--- src/rtl/rv_writeback_pkg.sv ---
// Purpose : shared definitions for the writeback stage.
//           Load/store funct3 width codes, writeback FSM encodings and
//           the latched context of an outstanding load.
// Ports   : none (package).
package rv_writeback_pkg;

   localparam int unsigned XLEN  = 32;
   localparam int unsigned REG_W = 5;
   localparam int unsigned FUN_W = 3;

   // funct3 width codes for loads and stores
   localparam logic [FUN_W-1:0] LDST_B  = 3'b000;
   localparam logic [FUN_W-1:0] LDST_H  = 3'b001;
   localparam logic [FUN_W-1:0] LDST_L  = 3'b010;
   localparam logic [FUN_W-1:0] LDST_BU = 3'b100;
   localparam logic [FUN_W-1:0] LDST_HU = 3'b101;

   typedef enum logic [1:0] {
      WB_IDLE       = 2'd0,
      WB_WAIT_LOAD  = 2'd1,
      WB_WAIT_STORE = 2'd2
   } wb_state_e;

   // Fields of a load that must survive until its data returns
   typedef struct packed {
      logic [REG_W-1:0] rd;
      logic [FUN_W-1:0] fun;
      logic [1:0]       addr_lo;
   } ld_ctx_t;

endpackage : rv_writeback_pkg

--- src/rtl/rv_writeback_if.sv ---
// Purpose : execute-bundle and data-memory response bus feeding writeback.
// Ports   : master drives (execute stage + data memory side),
//           slave receives (writeback stage).
//   x_fun_i        funct3 of the load/store
//   x_load_i       valid load in stage
//   x_store_i      valid store in stage
//   x_rd_i         destination register
//   x_rd_value_i   ALU result for non-load writes
//   x_rd_write_i   ALU-result write request
//   x_dm_addr_i    data-memory address of load/store
//   dm_data_l_i    load data from memory
//   dm_load_done_i load data valid this cycle
//   dm_store_done_i store accepted this cycle
interface rv_writeback_if;
   import rv_writeback_pkg::*;

   logic [FUN_W-1:0] x_fun_i;
   logic             x_load_i;
   logic             x_store_i;
   logic [REG_W-1:0] x_rd_i;
   logic [XLEN-1:0]  x_rd_value_i;
   logic             x_rd_write_i;
   logic [XLEN-1:0]  x_dm_addr_i;
   logic [XLEN-1:0]  dm_data_l_i;
   logic             dm_load_done_i;
   logic             dm_store_done_i;

   modport master (
      output x_fun_i, x_load_i, x_store_i, x_rd_i, x_rd_value_i,
             x_rd_write_i, x_dm_addr_i, dm_data_l_i, dm_load_done_i,
             dm_store_done_i
   );

   modport slave (
      input  x_fun_i, x_load_i, x_store_i, x_rd_i, x_rd_value_i,
             x_rd_write_i, x_dm_addr_i, dm_data_l_i, dm_load_done_i,
             dm_store_done_i
   );

endinterface : rv_writeback_if

--- src/rtl/rv_writeback_load_align.sv ---
// Purpose : combinational load-data extraction and sign/zero extension.
// Ports   :
//   fun_i    funct3 width code
//   addr_i   byte offset (address bits [1:0])
//   data_i   raw 32-bit word returned by memory
//   value_o  extended value to write to the register file
module rv_writeback_load_align
   import rv_writeback_pkg::*;
(
   input  logic [FUN_W-1:0] fun_i,
   input  logic [1:0]       addr_i,
   input  logic [XLEN-1:0]  data_i,
   output logic [XLEN-1:0]  value_o
);

   logic [7:0]  byte_sel;
   logic [15:0] half_sel;

   // Lane selection; halfwords use only addr[1] (misalignment not trapped)
   always_comb begin
      byte_sel = data_i[7:0];
      case (addr_i)
         2'd0:    byte_sel = data_i[7:0];
         2'd1:    byte_sel = data_i[15:8];
         2'd2:    byte_sel = data_i[23:16];
         default: byte_sel = data_i[31:24];
      endcase
      half_sel = addr_i[1] ? data_i[31:16] : data_i[15:0];
   end

   // Extension; unknown width codes write zero
   always_comb begin
      value_o = '0;
      case (fun_i)
         LDST_B:  value_o = {{24{byte_sel[7]}}, byte_sel};
         LDST_BU: value_o = {24'h0, byte_sel};
         LDST_H:  value_o = {{16{half_sel[15]}}, half_sel};
         LDST_HU: value_o = {16'h0, half_sel};
         LDST_L:  value_o = data_i;
         default: value_o = '0;
      endcase
   end

endmodule : rv_writeback_load_align

--- src/rtl/rv_writeback.sv ---
// Purpose : final pipeline stage. Completes outstanding data-memory
//           transactions, extracts load data and drives the register-file
//           write port one cycle later; requests a stall while a memory
//           response is outstanding and flags transactions that time out.
// Ports   :
//   clk_i          clock, rising edge
//   rst_n_i        asynchronous active-low reset
//   w_stall_i      global pipeline stall
//   w_stall_req_o  stall request (combinational)
//   xb             execute bundle + data-memory response (slave)
//   rf_rd_o        register-file write index (registered, bypass source)
//   rf_rd_value_o  register-file write data (registered, bypass source)
//   rf_rd_write_o  register-file write enable, one-cycle pulse
//   bus_err_o      one-cycle pulse on transaction timeout
// Params  : LOAD_TIMEOUT  max wait cycles for a response; 0 disables.
module rv_writeback
   import rv_writeback_pkg::*;
#(
   parameter int unsigned LOAD_TIMEOUT = 0
) (
   input  logic             clk_i,
   input  logic             rst_n_i,
   input  logic             w_stall_i,
   output logic             w_stall_req_o,
   rv_writeback_if.slave    xb,
   output logic [REG_W-1:0] rf_rd_o,
   output logic [XLEN-1:0]  rf_rd_value_o,
   output logic             rf_rd_write_o,
   output logic             bus_err_o
);

   localparam int unsigned CNT_W  = (LOAD_TIMEOUT > 1) ? $clog2(LOAD_TIMEOUT) : 1;
   localparam bit          TO_EN  = (LOAD_TIMEOUT != 0);
   localparam logic [CNT_W-1:0] CNT_LAST = CNT_W'(LOAD_TIMEOUT - 1);

   wb_state_e        state_q, state_d;
   logic [CNT_W-1:0] cnt_q, cnt_d;
   ld_ctx_t          ld_q, ld_d;
   logic [REG_W-1:0] rf_rd_q, rf_rd_d;
   logic [XLEN-1:0]  rf_val_q, rf_val_d;
   logic             rf_we_q, rf_we_d;
   logic             bus_err_q, bus_err_d;
   logic             stall_req_c;

   logic [FUN_W-1:0] al_fun;
   logic [1:0]       al_addr;
   logic [XLEN-1:0]  al_value;

   // Upper address bits only matter to the memory, not to extraction
   logic unused_addr_hi;
   assign unused_addr_hi = ^xb.x_dm_addr_i[XLEN-1:2];

   // Aligner sees the live bundle in IDLE, the latched load while waiting
   always_comb begin
      al_fun  = xb.x_fun_i;
      al_addr = xb.x_dm_addr_i[1:0];
      if (state_q == WB_WAIT_LOAD) begin
         al_fun  = ld_q.fun;
         al_addr = ld_q.addr_lo;
      end
   end

   rv_writeback_load_align u_align (
      .fun_i   (al_fun),
      .addr_i  (al_addr),
      .data_i  (xb.dm_data_l_i),
      .value_o (al_value)
   );

   // State and output registers
   always_ff @(posedge clk_i or negedge rst_n_i) begin
      if (!rst_n_i) begin
         state_q   <= WB_IDLE;
         cnt_q     <= '0;
         ld_q      <= '0;
         rf_rd_q   <= '0;
         rf_val_q  <= '0;
         rf_we_q   <= 1'b0;
         bus_err_q <= 1'b0;
      end else begin
         state_q   <= state_d;
         cnt_q     <= cnt_d;
         ld_q      <= ld_d;
         rf_rd_q   <= rf_rd_d;
         rf_val_q  <= rf_val_d;
         rf_we_q   <= rf_we_d;
         bus_err_q <= bus_err_d;
      end
   end

   // Next-state, write-port and stall-request logic
   always_comb begin
      state_d     = state_q;
      cnt_d       = cnt_q;
      ld_d        = ld_q;
      rf_rd_d     = rf_rd_q;
      rf_val_d    = rf_val_q;
      rf_we_d     = 1'b0;
      bus_err_d   = 1'b0;
      stall_req_c = 1'b0;

      case (state_q)
         WB_IDLE: begin
            if (!w_stall_i) begin
               if (xb.x_load_i) begin
                  if (xb.dm_load_done_i) begin
                     if (xb.x_rd_i != '0) begin
                        rf_rd_d  = xb.x_rd_i;
                        rf_val_d = al_value;
                        rf_we_d  = 1'b1;
                     end
                  end else begin
                     ld_d        = '{rd: xb.x_rd_i, fun: xb.x_fun_i,
                                     addr_lo: xb.x_dm_addr_i[1:0]};
                     cnt_d       = '0;
                     state_d     = WB_WAIT_LOAD;
                     stall_req_c = 1'b1;
                  end
               end else if (xb.x_store_i) begin
                  if (!xb.dm_store_done_i) begin
                     cnt_d       = '0;
                     state_d     = WB_WAIT_STORE;
                     stall_req_c = 1'b1;
                  end
               end else if (xb.x_rd_write_i && (xb.x_rd_i != '0)) begin
                  rf_rd_d  = xb.x_rd_i;
                  rf_val_d = xb.x_rd_value_i;
                  rf_we_d  = 1'b1;
               end
            end
         end

         // A done in the expiry cycle takes precedence over the timeout
         WB_WAIT_LOAD: begin
            stall_req_c = !xb.dm_load_done_i;
            if (xb.dm_load_done_i) begin
               if (ld_q.rd != '0) begin
                  rf_rd_d  = ld_q.rd;
                  rf_val_d = al_value;
                  rf_we_d  = 1'b1;
               end
               state_d = WB_IDLE;
            end else if (TO_EN && (cnt_q == CNT_LAST)) begin
               bus_err_d = 1'b1;
               state_d   = WB_IDLE;
            end else begin
               cnt_d = cnt_q + CNT_W'(1);
            end
         end

         WB_WAIT_STORE: begin
            stall_req_c = !xb.dm_store_done_i;
            if (xb.dm_store_done_i) begin
               state_d = WB_IDLE;
            end else if (TO_EN && (cnt_q == CNT_LAST)) begin
               bus_err_d = 1'b1;
               state_d   = WB_IDLE;
            end else begin
               cnt_d = cnt_q + CNT_W'(1);
            end
         end

         default: begin
            state_d = WB_IDLE;
         end
      endcase
   end

   assign w_stall_req_o = stall_req_c;
   assign rf_rd_o       = rf_rd_q;
   assign rf_rd_value_o = rf_val_q;
   assign rf_rd_write_o = rf_we_q;
   assign bus_err_o     = bus_err_q;

endmodule : rv_writeback

--- src/flat_wrapper.sv ---
// flat-port wrapper written by rule: the top's interface ports become plain ports
module rv_writeback_flat import rv_writeback_pkg::*;
#(
   parameter int unsigned LOAD_TIMEOUT = 0
)
  (clk_i, rst_n_i, w_stall_i, w_stall_req_o, rf_rd_o, rf_rd_value_o, rf_rd_write_o, bus_err_o, xb_x_fun_i, xb_x_load_i, xb_x_store_i, xb_x_rd_i, xb_x_rd_value_i, xb_x_rd_write_i, xb_x_dm_addr_i, xb_dm_data_l_i, xb_dm_load_done_i, xb_dm_store_done_i);
  rv_writeback_if xb_i ();
  input  logic clk_i;
  input  logic rst_n_i;
  input  logic w_stall_i;
  output logic w_stall_req_o;
  output logic [REG_W-1:0] rf_rd_o;
  output logic [XLEN-1:0] rf_rd_value_o;
  output logic rf_rd_write_o;
  output logic bus_err_o;
  input wire logic [$bits(xb_i.x_fun_i)-1:0] xb_x_fun_i;
  input wire logic [$bits(xb_i.x_load_i)-1:0] xb_x_load_i;
  input wire logic [$bits(xb_i.x_store_i)-1:0] xb_x_store_i;
  input wire logic [$bits(xb_i.x_rd_i)-1:0] xb_x_rd_i;
  input wire logic [$bits(xb_i.x_rd_value_i)-1:0] xb_x_rd_value_i;
  input wire logic [$bits(xb_i.x_rd_write_i)-1:0] xb_x_rd_write_i;
  input wire logic [$bits(xb_i.x_dm_addr_i)-1:0] xb_x_dm_addr_i;
  input wire logic [$bits(xb_i.dm_data_l_i)-1:0] xb_dm_data_l_i;
  input wire logic [$bits(xb_i.dm_load_done_i)-1:0] xb_dm_load_done_i;
  input wire logic [$bits(xb_i.dm_store_done_i)-1:0] xb_dm_store_done_i;
  assign xb_i.x_fun_i = xb_x_fun_i;
  assign xb_i.x_load_i = xb_x_load_i;
  assign xb_i.x_store_i = xb_x_store_i;
  assign xb_i.x_rd_i = xb_x_rd_i;
  assign xb_i.x_rd_value_i = xb_x_rd_value_i;
  assign xb_i.x_rd_write_i = xb_x_rd_write_i;
  assign xb_i.x_dm_addr_i = xb_x_dm_addr_i;
  assign xb_i.dm_data_l_i = xb_dm_data_l_i;
  assign xb_i.dm_load_done_i = xb_dm_load_done_i;
  assign xb_i.dm_store_done_i = xb_dm_store_done_i;
  rv_writeback #(.LOAD_TIMEOUT(LOAD_TIMEOUT)) u_core (.clk_i(clk_i), .rst_n_i(rst_n_i), .w_stall_i(w_stall_i), .w_stall_req_o(w_stall_req_o), .xb(xb_i), .rf_rd_o(rf_rd_o), .rf_rd_value_o(rf_rd_value_o), .rf_rd_write_o(rf_rd_write_o), .bus_err_o(bus_err_o));
endmodule
--- config.mk ---
export PLATFORM = sky130hd
export DESIGN_NAME = rv_writeback_flat
export DESIGN_NICKNAME = d
export VERILOG_FILES = /design/src/rtl/rv_writeback_pkg.sv /design/src/rtl/rv_writeback_if.sv /design/src/rtl/rv_writeback_load_align.sv /design/src/rtl/rv_writeback.sv /design/src/flat_wrapper.sv
export SDC_FILE = /design/constraint.sdc
export NUM_CORES = 1
export LEC_CHECK = 0
export CORE_MARGIN = 1
export CORE_UTILIZATION = 47
export DETAILED_ROUTE_END_ITERATION = 10
export GPL_TIMING_DRIVEN = 0
export HOLD_SLACK_MARGIN = 0.08
export PLACE_DENSITY = 0.95
export SLEW_MARGIN = 25
export SYNTH_ARGS = -nofsm -noshare
export SYNTH_HDL_FRONTEND = slang
export SYNTH_HIERARCHICAL = 1
export SYNTH_SLANG_ARGS = --single-unit
export TNS_END_PERCENT = 100
--- constraint.sdc ---
create_clock -name clk_i -period 8.4 [get_ports clk_i]
set_clock_uncertainty 0.1 [all_clocks]
set_input_delay 1.68 -clock clk_i [delete_from_list [all_inputs] [get_ports clk_i]]
set_output_delay 1.68 -clock clk_i [all_outputs]
set_load 0.05 [all_outputs]
==> impl_metrics.ini <==
[run_status]
status = finished, final reports clean

[logic_synthesis]
ys_seq_area_frac = 0.349
netlist_top_cells_area = dfrtp_1 (35%), mux2_2 (20%), mux2_4 (8.4%)
post_synth.cell_area_avg_sq_um = 11.1
async_flop_share = 1.00
synth_ff_type = dfrtp_1
synth_enable_flop_cells = 0
ys_ff_latch = 50
syn-num-nets = 436
yosysUniqueCellTypes = 40
yosysTopAreaCellShare = 0.349
synth_warnings = 6
synthCells = 324
synthesis.area_sq_mm = 0.00359
yosysTopAreaCell = dfrtp_1

[worst_setup_path]
worstSetupEndpointType = output port
crit_top_cell = clkdlybuf4s50_1
rr_endpoint = u_core/rf_rd_value_o[4]
crit_type = in -> out
r2r_start = u_core/state_q[0]
crit_chain = clkdlybuf4s50_1 -> nand2b_1 -> o32a_1 -> o22ai_1 -> clkdlybuf4s50_1
crit_path_end = w_stall_req_o
cp.arrival_ns = 3.71
cp-startpoint = xb_dm_load_done_i
rrSetupSlack_ns = 5.20
max_stage_delay_ns = 0.84
worst-path-max-fanout = 5
crit_required_ns = 6.62
critical-path-slowest-cell = clkdlybuf4s50_1
cp-start-kind = input pin
rr_worst_depth = 11

[sta]
rsz0062_at_grt = no
relSlewSlack = 0.529
hold_viol = 0
setup_viol = 0
tightest_slew_ns = 0.707
tns_ns = 0
drv_slew = 0
fin_crit_sh = 0.653
holdWs_ns = 0.414
timing.fmax_mhz = 182
finalCriticalPeriod_ns = 5.49

[layout]
final_area_sq_mm = 0.00503
fin_util = 0.686
drive_above_1_share = 0.288
layout_commonest_cell = clkdlybuf4s50_1
fillers = 529
mostFrequentLayoutCells = clkdlybuf4s50_1 (119), mux2_2 (64), dfrtp_1 (50), nand2_1 (40), mux2_4 (20)
diodes = 0
area_growth_pct = 40.2
nets = 563

[cts]
cts_root_buffer = clkbuf_8
cts_resized = 0
post_cts_buffers = 0
cts_tree = done
htree_levels = 2
clockBufferDepth = 2
path_clk_slew_ns = 0.09
cts.sinks = 50
cts_inserted_buffers = 5
ctsHoldBuffers = 0
worst_skew_pair.late_latency_ns = 0.31

[routing]
drt_iter0_drc = 255
viasPerCell = 5.77
wl_per_cell_microns = 18.6
wirelength_mm = 10.2
drt_first_pass_iters = 5
route.detailed.drc = 0
vias = 3182
ant_nets = 0

[floorplan]
core_area_sq_mm = 0.00733
ios = 152
die_h_microns = 89.4
die_w_microns = 89.4
rows = 31
start_util = 0.490
fp.dieArea_sq_mm = 0.00799

[global_route]
first_global_vias = 3199
track_usage = 0.262
grt_pass1_wl_mm = 15.8
grt_antenna_before_repair = 0
grt_max_degree = 51
grt-ovfl-total = 0

[place]
gp_congestion = 0.985
portBuffers = 120
place_area_sq_mm = 0.00491
hpwl_mm = 7.82

[power_and_ir_drop]
p_total_mw = 1.32
p_leak_nw = 2.15
power_density_mw_per_mm2 = 263
ir_drop_v = 0.000128

[worst_hold_path]
worstHoldPathCells = 1
min_path_type = reg -> reg

[run]
maxCapViolCount = 0
report_power, final:
group	internal (mW)	leakage (nW)	total [mW]	switching, mW
combinational	0.323	1.47	0.763	0.440
sequential	0.326	0.618	0.376	0.0492
clock	0.0981	0.0618	0.184	0.0857
total	0.747	2.15	1.32	0.575
critical path, delay by kind of cell:
family,cells,cell delay (ns)
compound gates,2,0.48
buf+inv,2,1.34
simple gates,1,0.21
synth_stat cells, types with 2 or more instances:
library cell	instances
mux2_2	64
dfrtp_1	50
nand2_1	40
mux2_4	20
mux2i_1	17
nand3_1	17
clkbuf_1	11
o211ai_2	11
nor2_1	9
o221ai_1	8
buf_2	7
buf_6	7
nand2b_1	6
o211ai_1	6
nor2b_1	4
o21ai_0	4
or2_2	4
a21o_1	3
a32oi_1	3
buf_4	3
o22ai_1	3
o32a_1	3
a21oi_1	2
a221o_1	2
mux4_1	2
o2bb2ai_1	2
o31ai_1	2
or4_1	2
metal layers:
metal	GRT usage	share of wire	vias to the layer above	wire length (microns)
li1	-	-	1456	-
met1	0.325	0.42	1540	4250
met2	0.466	0.49	158	5060
met3	0.0416	0.063	28	647
met4	0.0866	0.027	0	277
met5	0	0	-	0
kinds of logic after synthesis:
logic type	share of synthesized area
compound gates	0.131
buf+inv	0.0506
flops	0.349
mux	0.353
other cells	0.00105
simple gates	0.116
per-stage QoR:
stage	worst slack, ns	std cells
2_1_floorplan	3.76	324
3_3_place_gp	2.95	543
3_5_place_dp	2.96	543
4_1_cts	2.94	551
5_1_grt	2.84	551
6_report	2.91	551
state kept, by name, indices dropped and copies added, names as in the netlist:
signal and flops:
u_core/rf_rd_o 5, u_core/rf_rd_value_o 32, u_core/ld_q 10, u_core/state_q 2
u_core/rf_rd_write_o 1
worst min path at each step:
stage,startpoint,end,slack (ns)
2_1_floorplan,u_core/state_q[0],u_core/state_q[1],0.36
3_3_place_gp,u_core/state_q[0],u_core/state_q[1],0.38
3_5_place_dp,u_core/ld_q[3],u_core/ld_q[3],0.39
4_1_cts,u_core/ld_q[3],u_core/ld_q[3],0.42
5_1_grt,u_core/ld_q[3],u_core/ld_q[3],0.44
6_report,u_core/rf_rd_value_o[15],u_core/rf_rd_value_o[15],0.41
area by class of cell:
class                      count  area [sq um]  area share
inverter                       1          3.75    0.000746
clock buffer                   6          82.6      0.0164
sequential                    50          1250       0.249
multi-input combinational    245          2160       0.428
buffer                        28           178      0.0353
tap                           99           124      0.0246
timing repair buffer         120          1200       0.238
clock inverter                 2          38.8     0.00771
(Power assumes the default switching activity.)
